<file path="src/rtl/regfile_fill_engine_pkg.sv">
// Shared definitions for the register-file fill engine: modes, FSM encoding,
// register file geometry and the start-request legality rule.
package regfile_fill_engine_pkg;

    localparam int RF_ADDR_W = 5;
    localparam int RF_DATA_W = 32;
    localparam int RF_DEPTH  = 32;
    localparam int RF_WEN_W  = 4;
    localparam int COUNT_W   = 6;

    localparam logic [RF_WEN_W-1:0] WEN_ALL  = 4'hF;
    localparam logic [RF_WEN_W-1:0] WEN_NONE = 4'h0;

    typedef enum logic [1:0] {
        MODE_FILL  = 2'd0,
        MODE_CLEAR = 2'd1,
        MODE_COPY  = 2'd2,
        MODE_RSVD  = 2'd3
    } fill_mode_e;

    typedef enum logic [1:0] {
        ST_IDLE = 2'd0,
        ST_RD   = 2'd1,
        ST_WR   = 2'd2,
        ST_FIN  = 2'd3
    } fill_state_e;

    function automatic logic start_is_legal(input logic [1:0]         mode,
                                            input logic [COUNT_W-1:0] count);
        logic mode_ok;
        logic count_ok;
        mode_ok  = (fill_mode_e'(mode) != MODE_RSVD);
        count_ok = (count != 6'd0) && (count <= COUNT_W'(RF_DEPTH));
        return mode_ok && count_ok;
    endfunction

endpackage

</file>
<file path="src/rtl/regfile_fill_engine_if.sv">
// Request, register-file port and status bundle between the requester
// (touchscreen/test side) and the fill engine.
interface regfile_fill_engine_if #(
    parameter int ADDR_W = 5,
    parameter int DATA_W = 32
);
    import regfile_fill_engine_pkg::*;

    logic                start;
    logic [1:0]          mode;
    logic [ADDR_W-1:0]   dst_base;
    logic [ADDR_W-1:0]   src_base;
    logic [COUNT_W-1:0]  count;
    logic [DATA_W-1:0]   seed;
    logic [DATA_W-1:0]   step;
    logic                abort;
    logic [ADDR_W-1:0]   rf_raddr;
    logic [DATA_W-1:0]   rf_rdata;
    logic [ADDR_W-1:0]   rf_waddr;
    logic [DATA_W-1:0]   rf_wdata;
    logic [RF_WEN_W-1:0] rf_wen;
    logic                busy;
    logic                done;
    logic                err;

    modport master (
        output start, mode, dst_base, src_base, count, seed, step, abort, rf_rdata,
        input  rf_raddr, rf_waddr, rf_wdata, rf_wen, busy, done, err
    );

    modport slave (
        input  start, mode, dst_base, src_base, count, seed, step, abort, rf_rdata,
        output rf_raddr, rf_waddr, rf_wdata, rf_wen, busy, done, err
    );

endinterface

</file>
<file path="src/rtl/regfile_fill_engine_fill_addr_counter.sv">
// Element index plus write/read address counters for a burst; addresses wrap
// naturally at the register file size, and last_o flags the final element.
module regfile_fill_engine_fill_addr_counter #(
    parameter int ADDR_W  = 5,
    parameter int COUNT_W = 6
) (
    input  logic               clk,
    input  logic               resetn,
    input  logic               load_i,
    input  logic               adv_i,
    input  logic [ADDR_W-1:0]  dst_base_i,
    input  logic [ADDR_W-1:0]  src_base_i,
    input  logic [COUNT_W-1:0] count_i,
    output logic [ADDR_W-1:0]  wa_nxt_o,
    output logic [ADDR_W-1:0]  ra_nxt_o,
    output logic               last_o
);

    localparam logic [ADDR_W-1:0]  ADDR_ONE = ADDR_W'(1);
    localparam logic [COUNT_W-1:0] CNT_ONE  = COUNT_W'(1);

    logic [COUNT_W-1:0] i_q, i_d;
    logic [COUNT_W-1:0] cnt_q, cnt_d;
    logic [ADDR_W-1:0]  wa_q, wa_d;
    logic [ADDR_W-1:0]  ra_q, ra_d;
    logic [COUNT_W-1:0] i_inc_s;

    // Load on accepted start, step after every write, otherwise hold.
    always_comb begin
        i_d   = i_q;
        cnt_d = cnt_q;
        wa_d  = wa_q;
        ra_d  = ra_q;
        if (load_i) begin
            i_d   = {COUNT_W{1'b0}};
            cnt_d = count_i;
            wa_d  = dst_base_i;
            ra_d  = src_base_i;
        end else if (adv_i) begin
            i_d  = i_q + CNT_ONE;
            wa_d = wa_q + ADDR_ONE;
            ra_d = ra_q + ADDR_ONE;
        end else begin
            i_d  = i_q;
            wa_d = wa_q;
            ra_d = ra_q;
        end
    end

    // Terminal-count compare against the element currently being written.
    always_comb begin
        i_inc_s  = i_q + CNT_ONE;
        last_o   = (i_inc_s == cnt_q);
        wa_nxt_o = wa_d;
        ra_nxt_o = ra_d;
    end

    // Counter state registers.
    always_ff @(posedge clk or negedge resetn) begin
        if (!resetn) begin
            i_q   <= {COUNT_W{1'b0}};
            cnt_q <= {COUNT_W{1'b0}};
            wa_q  <= {ADDR_W{1'b0}};
            ra_q  <= {ADDR_W{1'b0}};
        end else begin
            i_q   <= i_d;
            cnt_q <= cnt_d;
            wa_q  <= wa_d;
            ra_q  <= ra_d;
        end
    end

endmodule

</file>
<file path="src/rtl/regfile_fill_engine.sv">
// Burst write sequencer ahead of the register file: FILL, CLEAR or COPY over
// an address range from a single start pulse. All outputs are registers.
module regfile_fill_engine
    import regfile_fill_engine_pkg::*;
#(
    parameter int ADDR_W = RF_ADDR_W,
    parameter int DATA_W = RF_DATA_W
) (
    input logic                  clk,
    input logic                  resetn,
    regfile_fill_engine_if.slave bus
);

    fill_state_e         state_q, state_d;
    fill_mode_e          mode_q;
    fill_mode_e          mode_nxt_s;
    logic [DATA_W-1:0]   step_q;
    logic [DATA_W-1:0]   v_q, v_d;
    logic [DATA_W-1:0]   wdata_nxt_s;
    logic                legal_s;
    logic                load_s;
    logic                adv_s;
    logic                last_s;
    logic                reject_s;
    logic [ADDR_W-1:0]   wa_nxt_s;
    logic [ADDR_W-1:0]   ra_nxt_s;

    logic [ADDR_W-1:0]   raddr_q;
    logic [ADDR_W-1:0]   waddr_q;
    logic [DATA_W-1:0]   wdata_q;
    logic [RF_WEN_W-1:0] wen_q;
    logic                busy_q;
    logic                done_q;
    logic                err_q;

    assign legal_s = start_is_legal(bus.mode, bus.count);

    regfile_fill_engine_fill_addr_counter #(
        .ADDR_W  (ADDR_W),
        .COUNT_W (COUNT_W)
    ) u_addr_cnt (
        .clk        (clk),
        .resetn     (resetn),
        .load_i     (load_s),
        .adv_i      (adv_s),
        .dst_base_i (bus.dst_base),
        .src_base_i (bus.src_base),
        .count_i    (bus.count),
        .wa_nxt_o   (wa_nxt_s),
        .ra_nxt_o   (ra_nxt_s),
        .last_o     (last_s)
    );

    // Next-state, counter control and value-register update.
    always_comb begin
        state_d  = state_q;
        load_s   = 1'b0;
        adv_s    = 1'b0;
        reject_s = 1'b0;
        v_d      = v_q;
        case (state_q)
            ST_IDLE: begin
                if (bus.start && legal_s) begin
                    load_s = 1'b1;
                    v_d    = bus.seed;
                    if (fill_mode_e'(bus.mode) == MODE_COPY) begin
                        state_d = ST_RD;
                    end else begin
                        state_d = ST_WR;
                    end
                end else begin
                    reject_s = bus.start;
                end
            end
            ST_RD: begin
                v_d = bus.rf_rdata;
                if (bus.abort) begin
                    state_d = ST_FIN;
                end else begin
                    state_d = ST_WR;
                end
            end
            ST_WR: begin
                adv_s = 1'b1;
                if (mode_q == MODE_FILL) begin
                    v_d = v_q + step_q;
                end else begin
                    v_d = v_q;
                end
                // The write presented this cycle always lands; abort only stops the next one.
                if (bus.abort || last_s) begin
                    state_d = ST_FIN;
                end else if (mode_q == MODE_COPY) begin
                    state_d = ST_RD;
                end else begin
                    state_d = ST_WR;
                end
            end
            ST_FIN: begin
                state_d = ST_IDLE;
            end
            default: begin
                state_d = ST_IDLE;
            end
        endcase
    end

    // Write data for the upcoming WR cycle, using the mode about to be in force.
    always_comb begin
        if (load_s) begin
            mode_nxt_s = fill_mode_e'(bus.mode);
        end else begin
            mode_nxt_s = mode_q;
        end
        if (mode_nxt_s == MODE_CLEAR) begin
            wdata_nxt_s = {DATA_W{1'b0}};
        end else begin
            wdata_nxt_s = v_d;
        end
    end

    // FSM state and latched burst context.
    always_ff @(posedge clk or negedge resetn) begin
        if (!resetn) begin
            state_q <= ST_IDLE;
            mode_q  <= MODE_FILL;
            step_q  <= {DATA_W{1'b0}};
            v_q     <= {DATA_W{1'b0}};
        end else begin
            state_q <= state_d;
            v_q     <= v_d;
            if (load_s) begin
                mode_q <= fill_mode_e'(bus.mode);
                step_q <= bus.step;
            end
        end
    end

    // Output registers are loaded from the next state so they line up with it.
    always_ff @(posedge clk or negedge resetn) begin
        if (!resetn) begin
            raddr_q <= {ADDR_W{1'b0}};
            waddr_q <= {ADDR_W{1'b0}};
            wdata_q <= {DATA_W{1'b0}};
            wen_q   <= WEN_NONE;
            busy_q  <= 1'b0;
            done_q  <= 1'b0;
            err_q   <= 1'b0;
        end else begin
            wen_q  <= (state_d == ST_WR) ? WEN_ALL : WEN_NONE;
            busy_q <= (state_d != ST_IDLE);
            done_q <= (state_d == ST_FIN);
            err_q  <= reject_s;
            if (state_d == ST_WR) begin
                waddr_q <= wa_nxt_s;
                wdata_q <= wdata_nxt_s;
            end
            if (state_d == ST_RD) begin
                raddr_q <= ra_nxt_s;
            end
        end
    end

    assign bus.rf_raddr = raddr_q;
    assign bus.rf_waddr = waddr_q;
    assign bus.rf_wdata = wdata_q;
    assign bus.rf_wen   = wen_q;
    assign bus.busy     = busy_q;
    assign bus.done     = done_q;
    assign bus.err      = err_q;

endmodule

</file>
<file path="src/flat_wrapper.sv">
// flat-port wrapper written by rule: the top's interface ports become plain ports
module regfile_fill_engine_flat import regfile_fill_engine_pkg::*;
#(
    parameter int ADDR_W = RF_ADDR_W,
    parameter int DATA_W = RF_DATA_W
)
  (clk, resetn, bus_start, bus_mode, bus_dst_base, bus_src_base, bus_count, bus_seed, bus_step, bus_abort, bus_rf_rdata, bus_rf_raddr, bus_rf_waddr, bus_rf_wdata, bus_rf_wen, bus_busy, bus_done, bus_err);
  regfile_fill_engine_if #(.ADDR_W(ADDR_W), .DATA_W(DATA_W)) bus_i ();
  input logic clk;
  input logic resetn;
  input wire logic [$bits(bus_i.start)-1:0] bus_start;
  input wire logic [$bits(bus_i.mode)-1:0] bus_mode;
  input wire logic [$bits(bus_i.dst_base)-1:0] bus_dst_base;
  input wire logic [$bits(bus_i.src_base)-1:0] bus_src_base;
  input wire logic [$bits(bus_i.count)-1:0] bus_count;
  input wire logic [$bits(bus_i.seed)-1:0] bus_seed;
  input wire logic [$bits(bus_i.step)-1:0] bus_step;
  input wire logic [$bits(bus_i.abort)-1:0] bus_abort;
  input wire logic [$bits(bus_i.rf_rdata)-1:0] bus_rf_rdata;
  output wire logic [$bits(bus_i.rf_raddr)-1:0] bus_rf_raddr;
  output wire logic [$bits(bus_i.rf_waddr)-1:0] bus_rf_waddr;
  output wire logic [$bits(bus_i.rf_wdata)-1:0] bus_rf_wdata;
  output wire logic [$bits(bus_i.rf_wen)-1:0] bus_rf_wen;
  output wire logic [$bits(bus_i.busy)-1:0] bus_busy;
  output wire logic [$bits(bus_i.done)-1:0] bus_done;
  output wire logic [$bits(bus_i.err)-1:0] bus_err;
  assign bus_i.start = bus_start;
  assign bus_i.mode = bus_mode;
  assign bus_i.dst_base = bus_dst_base;
  assign bus_i.src_base = bus_src_base;
  assign bus_i.count = bus_count;
  assign bus_i.seed = bus_seed;
  assign bus_i.step = bus_step;
  assign bus_i.abort = bus_abort;
  assign bus_i.rf_rdata = bus_rf_rdata;
  assign bus_rf_raddr = bus_i.rf_raddr;
  assign bus_rf_waddr = bus_i.rf_waddr;
  assign bus_rf_wdata = bus_i.rf_wdata;
  assign bus_rf_wen = bus_i.rf_wen;
  assign bus_busy = bus_i.busy;
  assign bus_done = bus_i.done;
  assign bus_err = bus_i.err;
  regfile_fill_engine #(.ADDR_W(ADDR_W), .DATA_W(DATA_W)) u_core (.clk(clk), .resetn(resetn), .bus(bus_i));
endmodule
</file>
<file path="config.mk">
export PLATFORM = sky130hd
export DESIGN_NAME = regfile_fill_engine_flat
export DESIGN_NICKNAME = d
export VERILOG_FILES = /design/src/rtl/regfile_fill_engine_pkg.sv /design/src/rtl/regfile_fill_engine_if.sv /design/src/rtl/regfile_fill_engine_fill_addr_counter.sv /design/src/rtl/regfile_fill_engine.sv /design/src/flat_wrapper.sv
export SDC_FILE = /design/constraint.sdc
export NUM_CORES = 1
export LEC_CHECK = 0
export ABC_AREA = 1
export CAP_MARGIN = 10
export CORE_MARGIN = 5
export CORE_UTILIZATION = 54
export DETAILED_ROUTE_END_ITERATION = 6
export PLACE_DENSITY = 0.82
export SLEW_MARGIN = 10
export SYNTH_ARGS = -nofsm -noshare
export SYNTH_HDL_FRONTEND = slang
export SYNTH_HIERARCHICAL = 1
export SYNTH_SLANG_ARGS = --single-unit
</file>
<file path="constraint.sdc">
create_clock -name clk -period 3.1 [get_ports clk]
set_input_delay 0.775 -clock clk [delete_from_list [all_inputs] [get_ports clk]]
set_output_delay 0.775 -clock clk [all_outputs]
set_load 0.02 [all_outputs]
</file>
==> run_results.csv <==
group,metric,value,unit
global_routing,grt_max_degree,65,
worst_setup_path,crit_path_end_kind,"flop",
sta,grt_setup_unrepaired,"false",
logic_synthesis,yosys.area.top_type,"dfrtp_1",
worst_setup_path,critPathMaxFanout,61,
final_layout,antenna_cells,0,
worst_setup_path,critPathRequiredTime,3.41,ns
worst_setup_path,criticalPathCategory,"input port to flop",
clock_network,cts_tree,"built",
routing,vias_per_cell,5.40,
global_routing,grt_usage,29.4,%
logic_synthesis,synth_edf_count,0,
routing,wl_per_cell,16.2,um
routing,drc,0,
worst_setup_path,cp_num_cells,12,
logic_synthesis,yosys.area.top_type_share,36.5,%
placement,io_buffers,166,
floorplanning,ios,167,
clock_network,clk_latency,0.43,ns
worst_setup_path,path_delay_family,"buffers and inverters",
worst_hold_path,hp-class,"input port to async pin",
sta,skew,0.00752,ns
sta,min_period_over_period,82.8,%
pwr,switching_share,50.1,%
routing,num_vias,9696,
pwr,p_seq_share,24.3,%
global_routing,grt_pass1_wl,46800,um
sta,timing.hold.ws,0.281,ns
global_routing,overflow,0,
logic_synthesis,synth_area_leaders,"dfrtp_1 (36%), nand2_1 (24%), inv_1 (7.1%)",
worst_setup_path,arrival,2.88,ns
outcome,outcome,"finished, final reports clean",
final_layout,layout.nets,1711,
clock_network,hold_buffers,0,
logic_synthesis,synthFlopType,"dfrtp_1",
global_routing,grt_pass1_vias,9335,
routing,totalWireLength,29000,um
worst_setup_path,crit_buf_inv,3,
clock_network,clock_tree.buffer_depth,2,
pwr,p_sw,6.93,mW
logic_synthesis,postSynthAreaPerCell,6.67,sq um
clock_network,cts_buffers,17,
floorplanning,fp.dieArea,20000,sq um
routing,antenna_left,0,
logic_synthesis,seq_area_frac_synth,36.5,%
logic_synthesis,synth-seq-cells,136,
sta,slew-limit-headroom,60.1,%
sta,setup_viol,0,
pwr,ir_drop,0.000762,V
sta,tns,0,ns
sta,period_needed,2.57,ns
pwr,leakage,6.30,nW
worst_setup_path,cp_common_cell,"nand2_1",
sta,finalHoldViolations,0,
clock_network,ctsRootBufferMaster,"clkbuf_16",
sta,fmax,0.389,GHz
final_layout,synthToLayoutAreaGrowth,27.0,%
worst_setup_path,cpPeakStageDelay,0.43,ns
worst_setup_path,reg2regPathDepth,18,
clock_network,cts_setup_buffers,0,
worst_setup_path,critical_path.startpoint_type,"input port",
pwr,pwr_density_cell,1170,nW/um^2
routing,dr.pass1.iters,5,
clock_network,clkSlewWorstSetupHoldPaths,0.06,ns
clock_network,cts_max_level,4,
logic_synthesis,synth_warnings,6,
clock_network,cts_sinks,136,
clock_network,post_cts_resized,0,
final_layout,postLayoutCellArea,11800,sq um
floorplanning,die_x,141,um
worst_setup_path,slowest_stage,"clkdlybuf4s50_1",
logic_synthesis,synth.distinct_cells,44,
floorplanning,initial_utilization,54.5,%
pwr,p_comb_share,60.8,%
placement,hpwl,21400,um
sta,slew_viol_final,0,
logic_synthesis,synthArstFlopShare,100,%
sta,worstMarginPinSlew,0.598,ns
pwr,p_int,6.91,mW
global_routing,antenna_found_initial,0,
pwr,clkPwrFrac,14.9,%
placement,gp_congestion,0.977,
routing,drt_iter0_drc,901,
floorplanning,die-height,141,um
logic_synthesis,syn_inst,1399,
floorplanning,rows,48,
logic_synthesis,syn_area,9330,sq um
worst_setup_path,worstPathCellList,"clkdlybuf4s50_1 -> nor2_1 -> nand3b_2 -> xor2_4 -> nand2_4 -> nor2_8 -> buf_12 -> inv_1 -> nand3_1 -> nand2_1 -> nand2_1 -> nand2_1",
placement,place_area,11300,sq um
flow_run,cap_violations,0,
logic_synthesis,syn_nets,1552,
floorplanning,core_area,17100,sq um
final_layout,drive_gt1_share,4.58,%
worst reg2reg max path: stages, from the launching register on:
cell,delay [ns]
dfrtp_1,0.43
ha_1,0.27
nand3_1,0.10
nand2_1,0.07
nand2_1,0.09
nand2_1,0.05
nand2_1,0.05
inv_1,0.04
nand2_1,0.05
nor2_1,0.04
nor2_1,0.14
o21ai_0,0.10
a22oi_1,0.17
a21boi_4,0.24
nand2_4,0.10
nor2_8,0.12
buf_12,0.20
nand3_1,0.13
nand2_1,0.07
logic make-up after synthesis:
logic type / after synthesis / share of synthesized area [%]
AOI/OAI and AO/OA: 176 / 11.5
xor gates and xnor gates: 18 / 1.89
adders and majority gates: 35 / 4.78
buffers and inverters: 225 / 9.71
DFF: 136 / 36.5
and+or+nand+nor: 809 / 35.7
power by group through the flow:
| stage | combinational, mW | clock (mW) | sequential (mW) |
|---|---|---|---|
| finish | 8.40 | 2.07 | 3.36 |
| global route | 9.36 | 2.18 | 3.45 |
| CTS | 8.28 | 2.09 | 3.33 |
| detailed placement | 8.21 | 0 | 3.32 |
| global placement | 7.98 | 0 | 3.33 |
| floorplan | 5.64 | 0 | 3.36 |
cell usage after synthesis (5+ instances only):
cell type	n
xor2_1	13
nand3_1	87
nand4_1	20
a21boi_1	5
nor2_1	72
o211ai_1	17
a21oi_1	56
a21boi_0	12
dfrtp_1	136
buf_4	7
o21a_1	17
nand2_1	607
ha_1	34
o21ai_0	52
clkbuf_1	28
inv_1	177
per-stage QoR:
| stage | utilization (%) | instances | power, mW | setup WS, ns |
|---|---|---|---|---|
| final | 69.2 | 1796 | 13.8 | 0.532 |
| after global routing | 69.2 | 1796 | 15.0 | 0.289 |
| after CTS | 69.2 | 1796 | 13.7 | 0.523 |
| after floorplan | - | 1399 | 9.00 | 0.434 |
| after detailed placement | 65.7 | 1764 | 11.5 | 0.0876 |
| after global placement | 65.7 | 1764 | 11.3 | 0.237 |
sequential cells by signal (all words and copies together), names as in the netlist:
signal,count
u_core/state_q,2
u_core/v_q,32
u_core/bus.rf_wdata,32
u_core/u_addr_cnt/ra_q,5
u_core/bus.err,1
u_core/mode_q,2
u_core/u_addr_cnt/wa_q,5
u_core/u_addr_cnt/cnt_q,6
u_core/bus.rf_wen,1
u_core/u_addr_cnt/i_q,6
u_core/bus.rf_raddr,5
u_core/bus.rf_waddr,5
u_core/step_q,32
u_core/bus.done,1
u_core/bus.busy,1
metal layers:
layer | wire length [um] | GRT usage, %
met5 | 0 | 0
met4 | 757 | 9.65
met3 | 2860 | 7.45
met2 | 13600 | 47.3
met1 | 11800 | 39.0
worst paths after layout:
| kind | from | end | slack, ns |
|---|---|---|---|
| max in group asynchronous | resetn | u_core/bus.rf_wdata[31] | 2.10 |
| min in group clk | u_core/bus.rf_wdata[22] | u_core/bus.rf_wdata[22] | 0.49 |
| worst max register to register | u_core/u_addr_cnt/i_q[0] | u_core/bus.rf_wdata[30] | 0.57 |
| worst min register to register | u_core/bus.rf_wdata[22] | u_core/bus.rf_wdata[22] | 0.49 |
| worst min-delay path | resetn | u_core/step_q[5] | 0.28 |
| worst max-delay path | bus_count[4] | u_core/bus.rf_raddr[4] | 0.53 |
area by class of cell:
cell class | count | area [sq um]
Fill cell | 1481 | 5270
Multi-Input combinational cell | 1038 | 5020
Sequential cell | 136 | 3400
Timing Repair Buffer | 186 | 1880
Inverter | 179 | 672
Clock buffer | 17 | 425
Tap cell | 225 | 282
Clock inverter | 15 | 169
placed cells by master (no fill, tap or decap), types with 5 or more instances in the layout:
cell,count
nand2_1,607
inv_1,177
clkdlybuf4s50_1,165
dfrtp_1,136
nand3_1,87
nor2_1,72
a21oi_1,56
o21ai_0,52
ha_1,34
nand4_1,20
clkbuf_16,17
o21a_1,17
o211ai_1,17
buf_4,15
xor2_1,13
a21boi_0,12
a21boi_1,5
buf_12,5
(Power assumes the default switching activity.)
